<file path="src/rtl/spwtcr_link_fsm_if.sv">
// Host/datapath-facing signal bundle of the SpaceWire link-interface state machine.
// master: the link FSM; slave: the host registers and TX/RX datapaths around it.
interface spwtcr_link_fsm_if;
  logic       link_start;
  logic       link_disable;
  logic       auto_start;
  logic       got_null;
  logic       got_fct;
  logic       got_nchar;
  logic       got_time_code;
  logic       rx_error;
  logic       credit_error;
  logic       rx_resetn;
  logic       tx_enable;
  logic       fct_enable;
  logic       data_enable;
  logic [2:0] link_state;
  logic       link_up;
  logic       link_error;

  modport master (
    input  link_start, link_disable, auto_start, got_null, got_fct, got_nchar, got_time_code,
    input  rx_error, credit_error,
    output rx_resetn, tx_enable, fct_enable, data_enable, link_state, link_up, link_error
  );

  modport slave (
    output link_start, link_disable, auto_start, got_null, got_fct, got_nchar, got_time_code,
    output rx_error, credit_error,
    input  rx_resetn, tx_enable, fct_enable, data_enable, link_state, link_up, link_error
  );
endinterface

</file>
<file path="src/rtl/spwtcr_link_fsm.sv">
// SpaceWire link-interface state machine: sequences RX reset and TX permissions through
// ErrorReset/ErrorWait/Ready/Started/Connecting/Run with the 6.4 us and 12.8 us intervals.
module spwtcr_link_fsm #(
  parameter int unsigned TICKS_6U4  = 64,
  parameter int unsigned TICKS_12U8 = 128
) (
  input logic               CLOCK,
  input logic               RESETn,
  spwtcr_link_fsm_if.master link
);

  localparam int unsigned TW = $clog2(TICKS_12U8 + 1);
  // Timer counts 0..N-1 inside a timed state, so a state lasts exactly N cycles.
  localparam logic [TW-1:0] Last6u4  = TW'(TICKS_6U4 - 1);
  localparam logic [TW-1:0] Last12u8 = TW'(TICKS_12U8 - 1);
  localparam logic [TW-1:0] TimerMax = TW'(TICKS_12U8);

  typedef enum logic [2:0] {
    StErrorReset = 3'd0,
    StErrorWait  = 3'd1,
    StReady      = 3'd2,
    StStarted    = 3'd3,
    StConnecting = 3'd4,
    StRun        = 3'd5
  } state_e;

  state_e        state_q, state_d;
  logic [TW-1:0] timer_q;
  logic          rx_resetn_q, tx_enable_q, fct_enable_q, data_enable_q, link_up_q, link_error_q;
  logic          bad_char, link_enabled;

  always_comb begin
    bad_char     = link.got_fct | link.got_nchar | link.got_time_code;
    link_enabled = !link.link_disable & (link.link_start | (link.auto_start & link.got_null));
    state_d      = state_q;
    case (state_q)
      StErrorReset: begin
        if (timer_q == Last6u4) state_d = StErrorWait;
      end
      StErrorWait: begin
        if (link.rx_error || bad_char)  state_d = StErrorReset;
        else if (timer_q == Last12u8)   state_d = StReady;
      end
      StReady: begin
        if (link.rx_error || bad_char)  state_d = StErrorReset;
        else if (link_enabled)          state_d = StStarted;
      end
      StStarted: begin
        if (link.rx_error || bad_char)  state_d = StErrorReset;
        else if (link.got_null)         state_d = StConnecting;
        else if (timer_q == Last12u8)   state_d = StErrorReset;
      end
      StConnecting: begin
        // A coincident FCT does not rescue a cycle that also carries an error.
        if (link.rx_error || link.got_nchar || link.got_time_code) state_d = StErrorReset;
        else if (link.got_fct)          state_d = StRun;
        else if (timer_q == Last12u8)   state_d = StErrorReset;
      end
      StRun: begin
        if (link.rx_error || link.credit_error || link.link_disable) state_d = StErrorReset;
      end
      default: state_d = StErrorReset;
    endcase
  end

  // Outputs are decoded from the next state so they change on the same edge as the state.
  always_ff @(posedge CLOCK or negedge RESETn) begin
    if (!RESETn) begin
      state_q       <= StErrorReset;
      timer_q       <= '0;
      rx_resetn_q   <= 1'b0;
      tx_enable_q   <= 1'b0;
      fct_enable_q  <= 1'b0;
      data_enable_q <= 1'b0;
      link_up_q     <= 1'b0;
      link_error_q  <= 1'b0;
    end else begin
      state_q <= state_d;
      if (state_d != state_q)     timer_q <= '0;
      else if (timer_q != TimerMax) timer_q <= timer_q + TW'(1);
      rx_resetn_q   <= (state_d != StErrorReset);
      tx_enable_q   <= (state_d == StStarted) || (state_d == StConnecting) || (state_d == StRun);
      fct_enable_q  <= (state_d == StConnecting) || (state_d == StRun);
      data_enable_q <= (state_d == StRun);
      link_up_q     <= (state_d == StRun);
      link_error_q  <= (state_q == StRun) && (state_d == StErrorReset);
    end
  end

  assign link.link_state  = state_q;
  assign link.rx_resetn   = rx_resetn_q;
  assign link.tx_enable   = tx_enable_q;
  assign link.fct_enable  = fct_enable_q;
  assign link.data_enable = data_enable_q;
  assign link.link_up     = link_up_q;
  assign link.link_error  = link_error_q;

endmodule
</file>
<file path="src/flat_wrapper.sv">
// flat-port wrapper written by rule: the top's interface ports become plain ports
module spwtcr_link_fsm_flat 
#(
  parameter int unsigned TICKS_6U4  = 64,
  parameter int unsigned TICKS_12U8 = 128
)
  (CLOCK, RESETn, link_link_start, link_link_disable, link_auto_start, link_got_null, link_got_fct, link_got_nchar, link_got_time_code, link_rx_error, link_credit_error, link_rx_resetn, link_tx_enable, link_fct_enable, link_data_enable, link_link_state, link_link_up, link_link_error);
  spwtcr_link_fsm_if link_i ();
  input logic CLOCK;
  input logic RESETn;
  input wire logic [$bits(link_i.link_start)-1:0] link_link_start;
  input wire logic [$bits(link_i.link_disable)-1:0] link_link_disable;
  input wire logic [$bits(link_i.auto_start)-1:0] link_auto_start;
  input wire logic [$bits(link_i.got_null)-1:0] link_got_null;
  input wire logic [$bits(link_i.got_fct)-1:0] link_got_fct;
  input wire logic [$bits(link_i.got_nchar)-1:0] link_got_nchar;
  input wire logic [$bits(link_i.got_time_code)-1:0] link_got_time_code;
  input wire logic [$bits(link_i.rx_error)-1:0] link_rx_error;
  input wire logic [$bits(link_i.credit_error)-1:0] link_credit_error;
  output wire logic [$bits(link_i.rx_resetn)-1:0] link_rx_resetn;
  output wire logic [$bits(link_i.tx_enable)-1:0] link_tx_enable;
  output wire logic [$bits(link_i.fct_enable)-1:0] link_fct_enable;
  output wire logic [$bits(link_i.data_enable)-1:0] link_data_enable;
  output wire logic [$bits(link_i.link_state)-1:0] link_link_state;
  output wire logic [$bits(link_i.link_up)-1:0] link_link_up;
  output wire logic [$bits(link_i.link_error)-1:0] link_link_error;
  assign link_i.link_start = link_link_start;
  assign link_i.link_disable = link_link_disable;
  assign link_i.auto_start = link_auto_start;
  assign link_i.got_null = link_got_null;
  assign link_i.got_fct = link_got_fct;
  assign link_i.got_nchar = link_got_nchar;
  assign link_i.got_time_code = link_got_time_code;
  assign link_i.rx_error = link_rx_error;
  assign link_i.credit_error = link_credit_error;
  assign link_rx_resetn = link_i.rx_resetn;
  assign link_tx_enable = link_i.tx_enable;
  assign link_fct_enable = link_i.fct_enable;
  assign link_data_enable = link_i.data_enable;
  assign link_link_state = link_i.link_state;
  assign link_link_up = link_i.link_up;
  assign link_link_error = link_i.link_error;
  spwtcr_link_fsm #(.TICKS_6U4(TICKS_6U4), .TICKS_12U8(TICKS_12U8)) u_core (.CLOCK(CLOCK), .RESETn(RESETn), .link(link_i));
endmodule
</file>
<file path="config.mk">
export PLATFORM = sky130hd
export DESIGN_NAME = spwtcr_link_fsm_flat
export DESIGN_NICKNAME = d
export VERILOG_FILES = /design/src/rtl/spwtcr_link_fsm_if.sv /design/src/rtl/spwtcr_link_fsm.sv /design/src/flat_wrapper.sv
export SDC_FILE = /design/constraint.sdc
export NUM_CORES = 1
export LEC_CHECK = 0
export BUFFER_PORTS_ARGS = -buffer_cell sky130_fd_sc_hd__buf_2
export CAP_MARGIN = 10
export CORE_MARGIN = 2
export CORE_UTILIZATION = 25
export DETAILED_ROUTE_END_ITERATION = 6
export PLACE_DENSITY_LB_ADDON = 0.25
export SYNTH_ARGS = -nofsm -noshare
export SYNTH_HDL_FRONTEND = slang
export SYNTH_SLANG_ARGS = --single-unit
</file>
<file path="constraint.sdc">
create_clock -name CLOCK -period 4.51 [get_ports CLOCK]
set_input_delay 1.353 -clock CLOCK [delete_from_list [all_inputs] [get_ports CLOCK]]
set_output_delay 1.353 -clock CLOCK [all_outputs]
set_load 0.005 [all_outputs]
</file>
======== Word level (Yosys, flattened, before mapping) ========
Cells that the tools add are included.
word-level totals
  register bits after elaboration ......... 16
  input bits .............................. 11
  output and inout bits ................... 9
cells by class
  $add $sub $neg .......................... 1
  eq/ne operators ......................... 12
  muxes and demuxes ....................... 14
  bitwise operators ....................... 5
  reductions and logical operators ........ 14
operator list
  operator                                       number
  two-way mux 3 bit                              11
  one-hot mux 3 bit (6 select lines)             1
  two-way mux 8 bit                              2
  == test 3 bit, second input constant           4
  == test 3 x 2 -> 1 bit, second input constant  3
  adder 8 x 1 -> 8 bit, second input constant    1
  == test 8 x 6 -> 1 bit, second input constant  1
  == test 8 x 7 -> 1 bit, second input constant  1
  logical OR 1 bit                               8
  inequality test 8 bit, second input constant   1
  zero test 3 bit                                2
  == test 3 x 1 -> 1 bit, second input constant  1
  inequality test 3 bit                          1
  OR 1 bit                                       3
  nonzero test 3 bit                             1
  bitwise AND 1 bit                              2
  nonzero test 2 bit                             1
  logical AND 1 bit                              1
  zero test 1 bit                                1

======== Longest topological paths before layout ========
  depth after elaboration ................. 9
  depth in mapped cells ................... 7

======== Least setup slack after synthesis ========
No wires, ideal clock.
  path kind ............................... input port to flip-flop
  start ................................... in link_rx_error
  end ..................................... reg u_core.timer_q[0]
  library setup time ...................... 140 ps
  data arrival time ....................... 2334 ps
  path slack .............................. 2036 ps
  stages on the path ...................... 5
  path buffers ............................ 0
  cell sequence ........................... nor4_1 > nand3_1 > nor3b_1 > o21ai_4 > nor3_1
between the ends
  cells in the longest elaborated chain, start to end .. 6
  elaborated cells on any way between the ends .. 14
  classes of those cells .................. 1 x eq/ne; 7 x mux; 6 x reduce/logical
ends and longest elaborated chain
  what                                                            RTL line                                      source
  from (decl)                                                     flat_wrapper.sv:18                            input wire logic [$bits(link_i.rx_error)-1:0] link_rx_error;
  logical OR 1 bit (on tied branches) (2 in a row)                spwtcr_link_fsm.sv:60, spwtcr_link_fsm.sv:55
  two-way mux 3 bit (on tied branches)                            spwtcr_link_fsm.sv:60, spwtcr_link_fsm.sv:55
  one-hot mux 3 bit (6 select lines) *                            spwtcr_link_fsm.sv:36                         case (state_q)
  inequality test 3 bit *                                         spwtcr_link_fsm.sv:79                         if (state_d != state_q) timer_q <= '0;
  two-way mux 8 bit / nonzero test 2 bit (equally long branches)  --
  to (signal assigned)                                            spwtcr_link_fsm.sv:80                         else if (timer_q != TimerMax) timer_q <= timer_q + TW'(1);
  to (decl)                                                       spwtcr_link_fsm.sv:28                         logic [TW-1:0] timer_q;
Mark *: on every way between the ends. The rest lies on a longest branch, timed or not.
A chain may end at the register's enable or synchronous reset.

======== Worst setup path after layout ========
  start ................................... in link_rx_error
  end ..................................... reg u_core.timer_q[7]
Same word-level chain as after synthesis.

==> results.md <==
* Initial DRT Pass Iterations at 4
* Vias in the first global route at around 830
* Crit-path slowest cell: nor4_1
* TritonCTS Buffers at 3
* Post-synth top area share at between 40% and 50%
* PortBufs at 19
* Setup bufs post-CTS at 0
* Max FO, Critical Path at 8
* CP peak stage delay at 0.50 ns
* Cell taking the most area after synthesis: dfrtp_1
* Slew @ Worst Pin at 0.705 ns
* Area contributors post-synth: dfrtp_1 (41%), nor3_1 (6.7%), xnor2_1 (3.6%), nand3_1 (3.1%), nand2_1 (3.1%)
* DP Area at ~1100 um2
* Setup crit start kind: input port
* Number of instances resized during post-cts repair at 0
* Post-route cell area at approximately 1200 um2
* DIE WIDTH at ~66 um
* Core area at about 3700 um2
* CTS tree: done
* Crit. Startpoint: link_rx_error
* Root buf cell: clkbuf_8
* Data arrival time of the critical path at 2.80 ns
* CP endpoint: u_core.timer_q[7]$_DFFE_PN0P_
* DP Worst Slack at between 1.5 and 2 ns
* Worst reg-to-reg setup slack at roughly 2.3 ns
* Worst Setup End Kind: flop
* Reg-to-reg startpoint: u_core.link.link_state[0]$_DFF_PN0_
* Final setup viols at 0
* Share of cells above drive strength 1 at 25.4%
* Final hold violations at 0
* Smallest hold slack at 0.618 ns
* Fin crit share at approximately 60%
* Synth cell types at 40
* Setup ws final at 1.81 ns
* #FFs+latches synth at 16
* GRT Overall Usage at 11.9%
* Final nets at about 140
* Crit path time final at 2.70 ns
* WL final at 2.26 mm
* Chip Height at 66.3 um
* Full die area at roughly 4400 um2
* Latest clock arrival within the worst-skew pair at 0.25 ns
* Slew Limit Fails at 0
* Max Fclk at 371 MHz
* Crit path cell chain: buf_2, nor4_1, nand3_1, nor3b_1, o21ai_4, nor3_1
* Clock skew at around 0.0057 ns
* Site Rows at 22
* Hold depth at 2
* Residual DRC at 0
* Syn Area/Cell at 9.52 um2
* Post-Syn Area at 971 um2
* R2r endpoint: u_core.timer_q[7]$_DFFE_PN0P_
* DR iter-0 viols at 37
* Syn_nets at 115
* Routability cong. at between 0.8 and 0.9
* Final setup TNS at 0 ns
* Placed wire-length estimate at ~1.7 mm
* Clock slew at reported path FFs at 0.06 ns
* Hold Buf Count CTS at 0
* GRT overflow at 0
* Vias per Instance at 4.96
* Largest net degree at the start of global routing at 19
* Clock Path Buffers at 2
* WS Path Type: input port to flop
* Yosys Warn Count at 0
* Post-DR wirelength/cell at 13.3 um
* Inserted Diodes at 0
* Max-cap violations at 0
* # IOs at 20
* R2R depth at 5
* Leak at 0.537 nW
* TritonCTS Sinks at 16
* Htree depth at 1
* Hold WC Path Type: flop to flop
* Power per standard cell area at about 400 nW/um2
* Unrepaired setup endpoints after global routing: no
* First-pass GRT wire length at 4.05 mm
* Final ANT Viol Nets at 0
* Rel. slew slack at 52.7%
* Outcome: finished, final reports clean
* Via count at 844
* Required time worst endpoint at 4.61 ns
* Starting density of the core at about a quarter
* Sequential share of the synthesized area at 41.2%
* Worst vdd ir at 0.000181 V
* P&R area growth vs syn at 18.9%
* Initial antenna violation count at 0
* Cells after synthesis at approximately 100
power by group:
| part | switching [mW] | total [mW] | internal [mW] | leakage [nW] |
|---|---|---|---|---|
| logic | 0.0547 | 0.109 | 0.0546 | 0.295 |
| clock network | 0.0491 | 0.127 | 0.0775 | 0.0288 |
| registers | 0.0479 | 0.223 | 0.175 | 0.213 |
| total | 0.152 | 0.459 | 0.308 | 0.537 |
logic make-up (layout without fill, tap and decap cells):
group,Yosys count,after routing,synth area share (%)
simple gates,56,56,33.9
compound gates,16,16,13.0
flops,16,16,41.2
xor+xnor,6,6,5.41
buf+inv,6,26,3.87
fa+ha+maj,2,2,2.58
worst max-delay path, delay by kind of cell:
family                 cells  cell delay (ns)
AND/OR/NAND/NOR            4             1.05
AO/OA/AOI/OAI              1             0.28
buffers and inverters      1             0.11
state kept, by name (all words and copies together) (netlist names):
register	cells
u_core.link.data_enable	1
u_core.link.tx_enable	1
u_core.link.rx_resetn	1
u_core.timer_q	8
u_core.link.link_state	3
u_core.link.fct_enable	1
u_core.link.link_error	1
stage by stage:
stage                     cells  power (mW)  util (%)
after global routing        170       0.500      31.3
after detailed placement    166       0.336      29.8
after CTS                   170       0.464      31.3
after floorplan             102       0.300         -
final                       170       0.459      31.3
after global placement      166       0.332      29.8
cell usage after synthesis, drive strengths merged:
| cell | count |
|---|---|
| nor3b | 3 |
| o21ai | 4 |
| or2 | 1 |
| nor4 | 2 |
| a21oi | 3 |
| nor4b | 2 |
| o31ai | 1 |
| nor3 | 13 |
| nand3b | 2 |
| nand4 | 1 |
| dfrtp | 16 |
| o211a | 1 |
| nand4b | 2 |
| nor2 | 6 |
| a311oi | 1 |
| a31oi | 1 |
| inv | 3 |
| nand3 | 7 |
| xnor2 | 4 |
| nand2b | 1 |
| nand2 | 8 |
| a211oi | 2 |
| or2b | 1 |
| o211ai | 1 |
| a31o | 1 |
| and3 | 3 |
| ha | 2 |
| nor4bb | 1 |
| or4 | 1 |
| a21o | 1 |
| xor2 | 2 |
| nor2b | 1 |
| or3 | 1 |
| buf | 3 |
worst min path at each step:
stage / from / to
global route: u_core.timer_q[0]$_DFFE_PN0P_ / u_core.timer_q[0]$_DFFE_PN0P_
detailed placement: u_core.timer_q[0]$_DFFE_PN0P_ / u_core.timer_q[0]$_DFFE_PN0P_
floorplan: u_core.timer_q[7]$_DFFE_PN0P_ / u_core.timer_q[7]$_DFFE_PN0P_
CTS: u_core.timer_q[0]$_DFFE_PN0P_ / u_core.timer_q[0]$_DFFE_PN0P_
global placement: u_core.timer_q[0]$_DFFE_PN0P_ / u_core.timer_q[0]$_DFFE_PN0P_
finish: u_core.timer_q[0]$_DFFE_PN0P_ / u_core.timer_q[0]$_DFFE_PN0P_
placed cells by master, fill, tap and decap left out, types with 2 or more instances in the layout:
| master | netlist | final |
|---|---|---|
| buf_2 | 0 | 19 |
| dfrtp_1 | 16 | 16 |
| nor3_1 | 13 | 13 |
| nand2_1 | 8 | 8 |
| nor2_1 | 6 | 6 |
| nand3_1 | 6 | 6 |
| xnor2_1 | 4 | 4 |
| clkbuf_8 | 0 | 4 |
| inv_1 | 3 | 3 |
| nor3b_1 | 3 | 3 |
| and3_1 | 3 | 3 |
| nand4b_1 | 2 | 2 |
| nor4b_1 | 2 | 2 |
| a21oi_1 | 2 | 2 |
| a211oi_1 | 2 | 2 |
| o21ai_1 | 2 | 2 |
| nand3b_1 | 2 | 2 |
| xor2_1 | 2 | 2 |
| ha_1 | 2 | 2 |
layout make-up:
cell class | count | area (um2)
Clock buffer | 4 | 55.1
Fill cell | 402 | 2530
Inverter | 3 | 11.3
Multi-Input combinational cell | 80 | 533
Sequential cell | 16 | 400
Tap cell | 48 | 60.1
Timing Repair Buffer | 19 | 95.1
layer usage:
layer | part of all wire (%) | routed length, um | up-vias | GRT usage, %
met1 | 45 | 1020 | 391 | 16.0
met4 | 0.35 | 8 | 0 | 1.53
met2 | 46 | 1030 | 37 | 19.3
met3 | 8.6 | 195 | 2 | 3.58
li1 | - | - | 414 | -
met5 | 0 | 0 | - | 0
Note: power is estimated with default switching activity, not from simulation.
